## src/rtl/fifo_dist_pkg.sv

```systemverilog
// rtl/fifo_dist_pkg.sv - shared types and constants for the FIFO distribution reader
package fifo_dist_pkg;

  typedef enum logic [1:0] {
    S_EMPTY = 2'd0,
    S_ONE   = 2'd1,
    S_TWO   = 2'd2
  } occ_t;

  localparam int WORDS_READ_W = 16;

endpackage

```

## src/rtl/fifo_dist_skid.sv

```systemverilog
// rtl/fifo_dist_skid.sv - two-entry output buffer; head entry drives the consumer
module fifo_dist_skid
  import fifo_dist_pkg::*;
#(
  parameter int DATA_WIDTH = 8
) (
  input  logic                  clk,
  input  logic                  arst,
  input  logic                  push,
  input  logic [DATA_WIDTH-1:0] push_data,
  input  logic                  pop,
  output logic [DATA_WIDTH-1:0] head_data,
  output logic [1:0]            occ
);

  occ_t                  state;
  occ_t                  state_next;
  logic [DATA_WIDTH-1:0] head_q;
  logic [DATA_WIDTH-1:0] tail_q;
  logic                  load_head;
  logic                  head_from_tail;
  logic                  load_tail;

  always_ff @(posedge clk or posedge arst) begin
    if (arst) begin
      state <= S_EMPTY;
    end else begin
      state <= state_next;
    end
  end

  always_comb begin
    state_next     = state;
    load_head      = 1'b0;
    head_from_tail = 1'b0;
    load_tail      = 1'b0;
    case (state)
      S_EMPTY: begin
        if (push) begin
          state_next = S_ONE;
          load_head  = 1'b1;
        end
      end
      S_ONE: begin
        case ({push, pop})
          2'b10: begin
            state_next = S_TWO;
            load_tail  = 1'b1;
          end
          2'b01:   state_next = S_EMPTY;
          2'b11:   load_head  = 1'b1;
          default: state_next = S_ONE;
        endcase
      end
      S_TWO: begin
        // Arrivals here are excluded by the read gating upstream.
        if (pop) begin
          head_from_tail = 1'b1;
          load_tail      = push;
          state_next     = push ? S_TWO : S_ONE;
        end
      end
      default: state_next = S_EMPTY;
    endcase
  end

  always_ff @(posedge clk or posedge arst) begin
    if (arst) begin
      head_q <= '0;
      tail_q <= '0;
    end else begin
      if (load_head) begin
        head_q <= push_data;
      end else if (head_from_tail) begin
        head_q <= tail_q;
      end
      if (load_tail) begin
        tail_q <= push_data;
      end
    end
  end

  assign head_data = head_q;
  assign occ       = state;

  a_no_arrival_when_full: assert property (@(posedge clk) disable iff (arst)
    !(push && state == S_TWO));

endmodule

```

## src/rtl/fifo_dist_reader.sv

```systemverilog
// rtl/fifo_dist_reader.sv - turns the sync FIFO's 1-cycle read latency into a valid/ready stream
module fifo_dist_reader
  import fifo_dist_pkg::*;
#(
  parameter int DATA_WIDTH = 8,
  parameter int FIFO_DEPTH = 4
) (
  input  logic                    clk,
  input  logic                    arst,
  input  logic                    FIFO_empty,
  input  logic [DATA_WIDTH-1:0]   FIFO_rd_data,
  output logic                    FIFO_rd_en,
  output logic                    out_valid,
  output logic [DATA_WIDTH-1:0]   out_data,
  input  logic                    out_ready,
  output logic [WORDS_READ_W-1:0] words_read
);

  if (FIFO_DEPTH < 1) begin : g_bad_depth
    $error("FIFO_DEPTH must be at least 1");
  end

  logic                    started;
  logic                    inflight;
  logic                    pop;
  logic [1:0]              occ;
  logic [2:0]              level;
  logic [WORDS_READ_W-1:0] words_q;

  // Holds reads off until the first edge after reset release.
  always_ff @(posedge clk or posedge arst) begin
    if (arst) begin
      started <= 1'b0;
    end else begin
      started <= 1'b1;
    end
  end

  assign pop        = out_valid & out_ready;
  assign level      = 3'(occ) + 3'(inflight) - 3'(pop);
  assign FIFO_rd_en = started & ~FIFO_empty & (level < 3'd2);

  always_ff @(posedge clk or posedge arst) begin
    if (arst) begin
      inflight <= 1'b0;
      words_q  <= '0;
    end else begin
      inflight <= FIFO_rd_en;
      if (pop) begin
        words_q <= words_q + 1'b1;
      end
    end
  end

  fifo_dist_skid #(
    .DATA_WIDTH(DATA_WIDTH)
  ) u_skid (
    .clk      (clk),
    .arst     (arst),
    .push     (inflight),
    .push_data(FIFO_rd_data),
    .pop      (pop),
    .head_data(out_data),
    .occ      (occ)
  );

  assign out_valid  = (occ != 2'd0);
  assign words_read = words_q;

endmodule

```

## config.mk

```make
export PLATFORM = sky130hd
export DESIGN_NAME = fifo_dist_reader
export DESIGN_NICKNAME = d
export VERILOG_FILES = /design/src/rtl/fifo_dist_pkg.sv /design/src/rtl/fifo_dist_skid.sv /design/src/rtl/fifo_dist_reader.sv
export SDC_FILE = /design/constraint.sdc
export NUM_CORES = 1
export LEC_CHECK = 0
export CELL_PAD_IN_SITES_DETAIL_PLACEMENT = 0
export CELL_PAD_IN_SITES_GLOBAL_PLACEMENT = 1
export CORE_AREA = 2 2 70 72
export DETAILED_ROUTE_END_ITERATION = 6
export DIE_AREA = 0 0 72 74
export PLACE_DENSITY = 0.82
export SYNTH_ARGS = -nofsm -noshare
export SYNTH_HDL_FRONTEND = slang
export SYNTH_SLANG_ARGS = --single-unit
```

## constraint.sdc

```tcl
create_clock -name clk -period 3.2 [get_ports clk]
set_input_delay 0.64 -clock clk [delete_from_list [all_inputs] [get_ports clk]]
set_output_delay 0.64 -clock clk [all_outputs]
set_load 0.1 [all_outputs]
```

Word level (Yosys, flattened, before mapping)
Index checks and enable logic that the tools add are counted.

Flip-flop bits (word level): 36. Input bits: 12.

Add/sub/neg operators: 3. $lt $le $gt $ge: 1. Equal/unequal tests: 8. Multiplexer cells: 15. Bitwise logic cells: 4. Reduce and logical (&&, ||, !) cells: 4.

Operator list (count): 16-bit by 1-bit adder with 16-bit output (second input constant) (1); 8-bit two-way mux (2); 2-bit one-hot mux with 3 select lines (2); 2-bit equality test (second input constant) (3); 1-bit two-way mux (6); 2-bit two-way mux (3); 2-bit inequality test (second input constant) (3); 2-bit by 1-bit equality test with 1-bit output (second input constant) (2); 1-bit one-hot mux with 2 select lines (2); 2-bit nonzero test (2); 2-bit by 1-bit adder with 3-bit output (1); 1-bit AND (3); 3-bit by 2-bit less-than comparator with 1-bit output (second input constant) (1); 3-bit AND reduction (1); 3-bit by 1-bit subtractor with 3-bit output (1); 2-bit zero test (1); 1-bit inverter (1).

Longest topological paths before layout
Gate-level depths: netlist of run 1.

Depth in word-level cells: 6. Mapped depth: 10.

Cells and area by module
A second synthesis of run 1 with hierarchy kept.

Cell total of the unflattened synthesis: 145. Area, all modules: 1750.4 µm².

Modules (own cells, without submodules): fifo_dist_skid (instances 1, cells an instance 74, area an instance 888.4 µm², sequential area each 450.4 µm²); fifo_dist_reader (instances 1, cells an instance 71, area an instance 862.1 µm², sequential area each 450.4 µm²).

Worst setup path after synthesis of run 1
No wires, ideal clock.

Kind: flip-flop to output port. Start: reg u_skid.state[1] (netlist: u_skid.occ[1]). End: out FIFO_rd_en. Arrival: 3.947 ns. Path slack: -1.387 ns. Stages on the path, launching flop included: 11. Cells stage by stage: dfrtp_1 inv_1 ha_1 nor2b_2 buf_6 inv_6 nor2_1 o21ai_0 fa_1 xor2_1 nor3_1.

Cells in the longest elaborated chain, start to end: 5. Elaborated cells between the ends (all ways): 6.

RTL lines: start: declaration (line fifo_dist_skid.sv:16) `occ_t state;`; start signal: assignment (line fifo_dist_skid.sv:28) `state <= state_next;`; parallel branches: the longest is 2 deep, another holds 2-bit by 1-bit adder with 3-bit output; 3-bit by 1-bit subtractor with 3-bit output (*) (line fifo_dist_reader.sv:40) `assign level = 3'(occ) + 3'(inflight) - 3'(pop);`; 3-bit by 2-bit less-than comparator with 1-bit output (*) (line fifo_dist_reader.sv:41) `assign FIFO_rd_en = started & ~FIFO_empty & (level < 3'd2);`; 1-bit AND (*) (line fifo_dist_reader.sv:41); end: declaration (line fifo_dist_reader.sv:12) `output logic FIFO_rd_en,`.

Mark *: on every way between the ends.

Worst setup path after layout of run 1
Start: reg u_skid.state[0] (netlist: u_skid.occ[0]). End: out FIFO_rd_en.

Same word-level chain as after synthesis.

==> out/qor.yml, run 1 <==
route:
  wl_per_cell_um: 13.90
  vias: 1249
  routed_wl_mm: 3.462
  drc: 0
  via_per_inst: 5.016
  first_pass_iters: 4
  antenna_left: 0
  initialDrtViolationCount: 76
critical_path:
  end_kind: "primary output"
  cp_data_arrival_time_ns: 2.43
  worst_path_max_delay_cell: "fa_1"
  path_delay_family: "adder cells"
  crit_required_ns: 2.56
  setup.worst_path.start_class: "flip-flop"
  worst-path-buf-inv: 3
  crit_cells: 10
  path_cells: "inv_2, ha_4, nor2b_4, buf_4, nor2_2, o21ai_2, fa_1, nand2_2, nor3_4, buf_12"
  worstRegToRegCells: 10
  crit_path_max_incr_delay_ns: 0.54
  setup.worst_path.class: "reg -> out"
  crit_fanout: 5
placed_design:
  dp_hpwl_mm: 2.529
  placed_area_sq_um: 2140
  io_buffers: 37
  preCtsSetupSlack_ns: -0.1065
  place_congestion: 0.7738
finish:
  drive_above_1_share_pct: 35.38
  fin_util_pct: 49.66
  fin_area_sq_um: 2283
  n_antenna_cell: 0
  syn_to_final_growth_pct: 33.70
  nNetsFinal: 213
clocking:
  hold_buffers: 0
  cts_root_buffer: "clkbuf_8"
  cts_buffers: 5
  cts_htree_levels: 2
  cts_tree: "done"
  cts.clk_slew.worst_paths_ns: 0.07
  clockBufferDepth: 2
  clk_latency_ns: 0.29
  cts_sinks: 36
sta:
  fin_crit_sh_pct: 95.88
  hold_viol: 0
  tightest_slew_ns: 0.8769
  rsz0062_at_grt: "no"
  finalCriticalPeriod_ns: 3.068
  clock_skew_ns: 0.007297
  fin_ws_ns: 0.1318
  report.final.slew_viol_count: 0
  setup_viol: 0
  fmax_ghz: 0.3259
  holdWs_ns: 0.4729
  slew_headroom_pct: 41.32
yosys:
  ys_types: 33
  synth-simple-area-share_pct: 13.70
  synthesis.nets: 165
  synth-seq-area-share_pct: 52.75
  synth-compound-area-share_pct: 5.055
  synth_area_leaders: "dfrtp_1, xnor2_1, mux2_2"
  ys_seq_elements: 36
  synth-edff-count: 0
  synth.mux.area_fraction_pct: 11.28
  synth_ff_type: "dfrtp_1"
  syn_area_per_cell_sq_um: 11.70
  ys_warn_count: 0
  synth_area_sq_um: 1708
  synth_top_area_cell: "dfrtp_1"
  netlist_instances: 146
  yosysTopAreaCellShare_pct: 52.75
  synth.most_common_cell: "dfrtp_1"
  synth_adder_area_share_pct: 5.568
  synth-xor-area-share_pct: 8.645
  synth_top_family_by_area: "simple AND/OR/NAND/NOR gates"
  synth_commonest_cells: "dfrtp_1, nand2_1, xnor2_1"
  async_flop_share_pct: 100.0
floorplan:
  rows: 25
  die_x_um: 72
  core_area_sq_um: 4598
  dieHeight_um: 74
  io_pins: 38
  die_area_sq_um: 5328
  start_util_pct: 37.14
global_route:
  grt_pass1_wl_mm: 5.595
  gr-total-overflow: 0
  antenna_found_initial: 0
  grt_max_degree: 37
  grtUsageTotal_pct: 14.05
  grt_pass1_vias: 1235
hold_path:
  hp-class: "reg -> reg"
  worst_hold_path.num_cells: 1
outcome:
  status: "finished, final reports clean"
flow_run:
  drv_cap: 0
worst reg2reg max path, stage by stage, from the launching register on:
cell and delay (ns):
dfrtp_2 0.44, inv_2 0.09, ha_4 0.19, nor2b_4 0.17
inv_6 0.04, buf_4 0.17, ha_1 0.20, a22oi_1 0.28
a21oi_2 0.06, nand2_2 0.19, mux2_2 0.37
stage by stage:
stage / instances / TNS [ns]
6_report: 249 / 0
3_3_place_gp: 240 / -0.004779
2_1_floorplan: 146 / 0
5_1_grt: 249 / 0
3_5_place_dp: 240 / -0.1065
4_1_cts: 249 / 0
final cells by class:
class | instances | area (sq um)
fill | 430 | 2315
sequential | 36 | 903.4
multi-input combinational | 101 | 804.5
timing repair buffer | 44 | 369.1
clock buffer | 5 | 68.82
tap | 54 | 67.56
clock inverter | 3 | 42.54
inverter | 6 | 27.53
final timing paths:
path	from	to	slack, ns
max	u_skid.occ[0]$_DFFE_PP0P_	FIFO_rd_en	0.13
min	words_read[15]$_DFFE_PP0P_	words_read[15]$_DFFE_PP0P_	0.47
max reg2reg	u_skid.occ[0]$_DFFE_PP0P_	u_skid.tail_q[0]$_DFFE_PP0P_	0.90
min reg2reg	words_read[15]$_DFFE_PP0P_	words_read[15]$_DFFE_PP0P_	0.47
max in group asynchronous	arst	u_skid.occ[1]$_DFFE_PP0P_	2.09
min in group asynchronous	arst	words_read[14]$_DFFE_PP0P_	0.76
layer usage:
metal / wire length [um] / global-route usage (%) / share of wire (%) / up-vias
li1: - / - / - / 594
met1: 1482 / 15.82 / 43 / 616
met2: 1751 / 24.07 / 51 / 35
met3: 169 / 5.149 / 4.9 / 4
met4: 58 / 6.289 / 1.7 / 0
met5: 0 / 0 / 0 / -
placed cells by master (no fill, tap or decap), drive strengths merged:
cell / Yosys / routed
dfrtp: 36 / 36
buf: 2 / 33
nand2: 22 / 22
xnor2: 13 / 13
mux2: 10 / 10
clkdlybuf4s50: 0 / 10
o21ai: 9 / 9
mux2i: 8 / 8
ha: 6 / 6
inv: 6 / 6
nand4: 5 / 5
clkbuf: 1 / 5
nor2: 5 / 5
nand3: 3 / 3
a21oi: 3 / 3
and4: 3 / 3
xor2: 3 / 3
nor3: 2 / 2
nor2b: 1 / 1
a22oi: 1 / 1
o22ai: 1 / 1
and3: 1 / 1
and2: 1 / 1
and4b: 1 / 1
a221oi: 1 / 1
fa: 1 / 1
clkinvlp: 0 / 1
bufinv: 0 / 1
clkinv: 0 / 1
dlygate4sd2: 0 / 1
conb: 1 / 1
cells by family (layout without fill, tap and decap cells):
logic type,count (synthesis),in the layout
simple gates,44,44
buf+inv,9,58
xor+xnor,16,16
other cells,1,1
mux,18,18
flops,36,36
compound gates,15,15
fa+ha+maj,7,7
registers in the layout, indices dropped and copies added (netlist names):
register / count
inflight: 1
u_skid.head_data: 8
u_skid.occ: 2
started: 1
u_skid.tail_q: 8
words_read: 16
timing repair:
item / CTS / global route
resized for setup: 7 / 2
pin swaps: 4 / 1
endpoints found under the hold margin: 0 / 0
endpoints found under the setup margin: 1 / 1
setup buffers: 1 / 0
Power of run 1 is left out: the tool's default activity adds up to more than one toggle a clock period on the data nets, which glitch-free logic cannot reach.
==> run 2, diff against run 1 <==
--- a/config.mk
+++ b/config.mk
@@ -7,10 +7,10 @@
 export LEC_CHECK = 0
 export CELL_PAD_IN_SITES_DETAIL_PLACEMENT = 0
 export CELL_PAD_IN_SITES_GLOBAL_PLACEMENT = 1
-export CORE_AREA = 2 2 70 72
+export CORE_AREA = 2 2 97 52
 export DETAILED_ROUTE_END_ITERATION = 6
-export DIE_AREA = 0 0 72 74
-export PLACE_DENSITY = 0.82
+export DIE_AREA = 0 0 99 54
+export PLACE_DENSITY = 0.83
 export SYNTH_ARGS = -nofsm -noshare
 export SYNTH_HDL_FRONTEND = slang
 export SYNTH_SLANG_ARGS = --single-unit
==> run 2 against run 1 <==
  * Setup slack lost 0.030 ns
  * Critical path depth did not move
  * Wire length is 4.2% higher
  * Global-route usage rose by 0.75 points
  * Maximum frequency down 0.95%
  * Clock skew is 0.00066 ns lower
  * Sequential cell count is the same
  * Via count is 1.5% lower
==> out/qor.yml, run 2 (synthesis gave the netlist of run 1 again) <==
global_route:
  grt_pass1_vias: 1263
  grt_max_degree: 37
  gr-total-overflow: 0
  grtUsageTotal_pct: 14.80
  grt_pass1_wl_mm: 6.009
  antenna_found_initial: 0
sta:
  clock_skew_ns: 0.006634
  holdWs_ns: 0.4915
  report.final.slew_viol_count: 0
  hold_viol: 0
  setup_viol: 0
  tightest_slew_ns: 0.9179
  rsz0062_at_grt: "no"
  fmax_ghz: 0.3228
  fin_ws_ns: 0.1023
  slew_headroom_pct: 38.58
  finalCriticalPeriod_ns: 3.098
  fin_crit_sh_pct: 96.80
clocking:
  hold_buffers: 0
  cts_buffers: 5
  cts_root_buffer: "clkbuf_8"
  clk_latency_ns: 0.28
  cts_tree: "done"
  cts_sinks: 36
  clockBufferDepth: 2
  cts.clk_slew.worst_paths_ns: 0.07
  cts_htree_levels: 2
hold_path:
  worst_hold_path.num_cells: 1
  hp-class: "reg -> reg"
finish:
  syn_to_final_growth_pct: 34.36
  mostFrequentLayoutCells: "dfrtp_1, buf_4, nand2_1"
  fin_util_pct: 49.70
  nNetsFinal: 214
  mostFrequentLayoutCell: "dfrtp_1"
  drive_above_1_share_pct: 34.69
  n_antenna_cell: 0
  largest_reg_flops: 16
floorplan:
  rows: 18
  die_area_sq_um: 5346
  core_area_sq_um: 4617
  dieHeight_um: 54
  die_x_um: 99
  start_util_pct: 36.99
  io_pins: 38
route:
  via_per_inst: 4.805
  initialDrtViolationCount: 21
  antenna_left: 0
  vias: 1230
  routed_wl_mm: 3.607
  wl_per_cell_um: 14.09
  drc: 0
  first_pass_iters: 4
critical_path:
  crit_path_end: "FIFO_rd_en"
  end_kind: "primary output"
  worstRegToRegCells: 10
  crit_path_max_incr_delay_ns: 0.54
  crit_required_ns: 2.56
  r2r-end: "u_skid.tail_q[2]$_DFFE_PP0P_"
  crit_cells: 10
  setup.worst_path.start_class: "flip-flop"
  setup.worst_path.class: "reg -> out"
  worst-path-buf-inv: 3
  path_cells: "inv_1, ha_4, nor2b_4, buf_4, nor2_2, o21ai_2, fa_1, nand2_2, nor3_4, buf_12"
  worstReg2RegStart: "u_skid.occ[1]$_DFFE_PP0P_"
  cp_data_arrival_time_ns: 2.46
  crit_fanout: 6
  crit_path_start: "u_skid.occ[1]$_DFFE_PP0P_"
  path_delay_family: "adder cells"
  r2r_setup_slack_ns: 0.90
  worst_path_max_delay_cell: "fa_1"
placed_design:
  place_congestion: 0.7349
  dp_hpwl_mm: 2.615
  preCtsSetupSlack_ns: -0.05168
  io_buffers: 37
flow_run:
  drv_cap: 0
outcome:
  status: "finished, final reports clean"
## run 2: layout make-up
class	count	area [sq um]
fill	409	2322
clock buffer	6	72.57
clock inverter	2	35.03
timing repair buffer	45	376.6
tap	60	75.07
inverter	6	27.53
sequential	36	903.4
multi-input combinational	101	804.5
## run 2: stage by stage
step           TNS [ns]  instance area [sq um]  instances
3_5_place_dp   -0.05168                   2147        246
5_1_grt               0                   2295        256
3_3_place_gp          0                   2147        246
6_report              0                   2295        256
4_1_cts               0                   2277        255
2_1_floorplan         0                   1729        146
## run 2: repair_timing
item,4_1_cts,5_1_grt
setup buffers,1,1
resized for setup,7,1
setup endpoints to repair,1,1
pin swaps,2,1
## run 2: worst reg2reg max path, stage by stage (launching register included)
cell and delay, ns:
dfrtp_2 0.43, inv_1 0.10, ha_4 0.19, nor2b_4 0.16, inv_6 0.04, buf_4 0.17, ha_1 0.21, a22oi_1 0.26
a21oi_2 0.06, nand2_2 0.21, mux2_2 0.37
## run 2: how the worst min path moves through the flow
stage / start / end / slack [ns]
floorplan: u_skid.tail_q[0]$_DFFE_PP0P_ / u_skid.tail_q[0]$_DFFE_PP0P_ / 0.48
global placement: words_read[15]$_DFFE_PP0P_ / words_read[15]$_DFFE_PP0P_ / 0.46
detailed placement: words_read[15]$_DFFE_PP0P_ / words_read[15]$_DFFE_PP0P_ / 0.48
CTS: words_read[15]$_DFFE_PP0P_ / words_read[15]$_DFFE_PP0P_ / 0.50
global route: words_read[15]$_DFFE_PP0P_ / words_read[15]$_DFFE_PP0P_ / 0.52
finish: words_read[15]$_DFFE_PP0P_ / words_read[15]$_DFFE_PP0P_ / 0.49
## run 2: per-layer routing
metal / routed length [um] / vias to the layer above / part of all wire (%) / track usage, %
met5: 0 / - / 0 / 0
met4: 18 / 0 / 0.50 / 4.110
met3: 219 / 3 / 6.1 / 4.935
met2: 1592 / 35 / 44 / 23.87
met1: 1777 / 601 / 49 / 19.44
li1: - / 591 / - / -
Power of run 2 is left out for the same reason.
==> run 3, diff against run 2 <==
--- a/config.mk
+++ b/config.mk
@@ -7,9 +7,9 @@
 export LEC_CHECK = 0
 export CELL_PAD_IN_SITES_DETAIL_PLACEMENT = 0
 export CELL_PAD_IN_SITES_GLOBAL_PLACEMENT = 1
-export CORE_AREA = 2 2 97 52
+export CORE_AREA = 5 5 100 55
 export DETAILED_ROUTE_END_ITERATION = 6
-export DIE_AREA = 0 0 99 54
+export DIE_AREA = 0 0 105 60
 export PLACE_DENSITY = 0.83
 export SYNTH_ARGS = -nofsm -noshare
 export SYNTH_HDL_FRONTEND = slang
==> run 3 against run 2 <==
  * Utilization up 0.33 points
  * Highest routed layer unchanged
  * First-iteration DRC count down 9.5%
  * Critical path depth unchanged
  * Global-route usage down 1.9 points
  * Largest cell class unchanged
  * Die area up 18%
  * Clock-buffer cell count unchanged
  * Hold slack worse by 0.015 ns
  * Critical endpoint unchanged
  * Register-to-register slack better by 0.08 ns
  * Via count about the same
  * Non-clock buffer count up 4
  * Sequential share of layout area down 0.50 points
  * Sequential cell count unchanged
==> out/qor.yml, run 3 (synthesis gave the netlist of run 1 again) <==
finish:
  nNetsFinal: 218
  fin_util_pct: 50.03
  n_antenna_cell: 0
  mostFrequentLayoutCells: "buf_4, dfrtp_1, nand2_1"
  largest_reg_flops: 16
  fin_area_sq_um: 2321
  drive_above_1_share_pct: 35.00
  syn_to_final_growth_pct: 35.90
  mostFrequentLayoutCell: "buf_4"
  n_fill_cell: 440
route:
  antenna_left: 0
  routed_wl_mm: 3.726
  first_pass_iters: 4
  via_per_inst: 4.727
  drc: 0
  vias: 1229
  wl_per_cell_um: 14.33
  initialDrtViolationCount: 19
sta:
  setup_tns_ns: 0
  fin_crit_sh_pct: 95.90
  report.final.slew_viol_count: 0
  rsz0062_at_grt: "no"
  fin_ws_ns: 0.1313
  setup_viol: 0
  hold_viol: 0
  finalCriticalPeriod_ns: 3.069
  fmax_ghz: 0.3259
  clock_skew_ns: 0.003982
placed_design:
  dp_hpwl_mm: 2.744
  io_buffers: 37
  place_congestion: 0.7646
  preCtsSetupSlack_ns: -0.07231
  placed_area_sq_um: 2177
outcome:
  status: "finished, final reports clean"
critical_path:
  crit_required_ns: 2.56
  cp_data_arrival_time_ns: 2.43
  setup.worst_path.class: "reg -> out"
  setup.worst_path.start_class: "flip-flop"
  crit_fanout: 5
  end_kind: "primary output"
clocking:
  clk_latency_ns: 0.29
  cts_root_buffer: "clkbuf_8"
  clockBufferDepth: 2
  cts_tree: "done"
  cts_htree_levels: 2
  cts_sinks: 36
  cts_buffers: 5
  cts.clk_slew.worst_paths_ns: 0.07
floorplan:
  core_area_sq_um: 4639
  die_x_um: 105
  rows: 18
  dieHeight_um: 60
  io_pins: 38
  die_area_sq_um: 6300
  start_util_pct: 36.81
hold_path:
  hp-class: "reg -> reg"
global_route:
  antenna_found_initial: 0
  gr-total-overflow: 0
  grtUsageTotal_pct: 12.86
  grt_pass1_vias: 1283
  grt_pass1_wl_mm: 6.223
  grt_max_degree: 37
flow_run:
  drv_cap: 0
run 3: changes by cell type in the layout (fill, tap and decap cells not counted), sizes merged:
cell,before,now
buf,34,38
run 3: what timing repair did:
item | CTS | global route
pin swaps | 5 | 1
gates resized for setup | 6 | 0
setup buffers | 0 | 2
gates cloned | 0 | 0
hold buffers | 0 | 0
endpoints found under the setup margin | 1 | 1
run 3: final timing paths:
kind                                       startpoint                              end  slack [ns]  depth (start not counted)
setup / recovery            u_skid.occ[0]$_DFFE_PP0P_                       FIFO_rd_en        0.13                         10
hold / removal             words_read[15]$_DFFE_PP0P_       words_read[15]$_DFFE_PP0P_        0.48                          1
setup reg to reg            u_skid.occ[0]$_DFFE_PP0P_     u_skid.tail_q[5]$_DFFE_PP0P_        0.98                         10
hold reg to reg            words_read[15]$_DFFE_PP0P_       words_read[15]$_DFFE_PP0P_        0.48                          1
max in group asynchronous                        arst        u_skid.occ[0]$_DFFE_PP0P_        2.10                          3
min in group asynchronous                        arst  u_skid.head_data[0]$_DFFE_PP0P_        0.76                          3
run 3: area by class of cell:
type,count,area [sq um],area share [%]
timing repair buffer,49,406.6,17.52
multi-input combinational,101,802.0,34.56
tap,60,75.07,3.234
clock buffer,6,72.57,3.127
sequential,36,902.1,38.87
clock inverter,2,35.03,1.509
inverter,6,27.53,1.186
run 3: metrics by stage:
step,hold slack [ns],std cells
after CTS,0.4821,258
after global placement,0.4664,250
final,0.4769,260
after detailed placement,0.4674,250
after floorplan,0.4787,146
after global routing,0.5090,260
run 3: worst max-delay path, cell delays in order (launching register included):
cell	delay, ns
dfrtp_2	0.44
inv_2	0.11
ha_4	0.18
nor2b_4	0.06
buf_4	0.13
nor2_1	0.12
o21ai_2	0.09
fa_1	0.53
nand2_2	0.07
nor3_4	0.22
buf_12	0.20
run 3: per-layer routing:
layer | track usage (%) | up-vias | part of all wire [%]
li1 | - | 601 | -
met1 | 17.77 | 587 | 51
met2 | 17.98 | 35 | 41
met3 | 5.609 | 6 | 7.0
met4 | 4.372 | 0 | 1.3
met5 | 0 | - | 0
Power of run 3 is left out for the same reason.
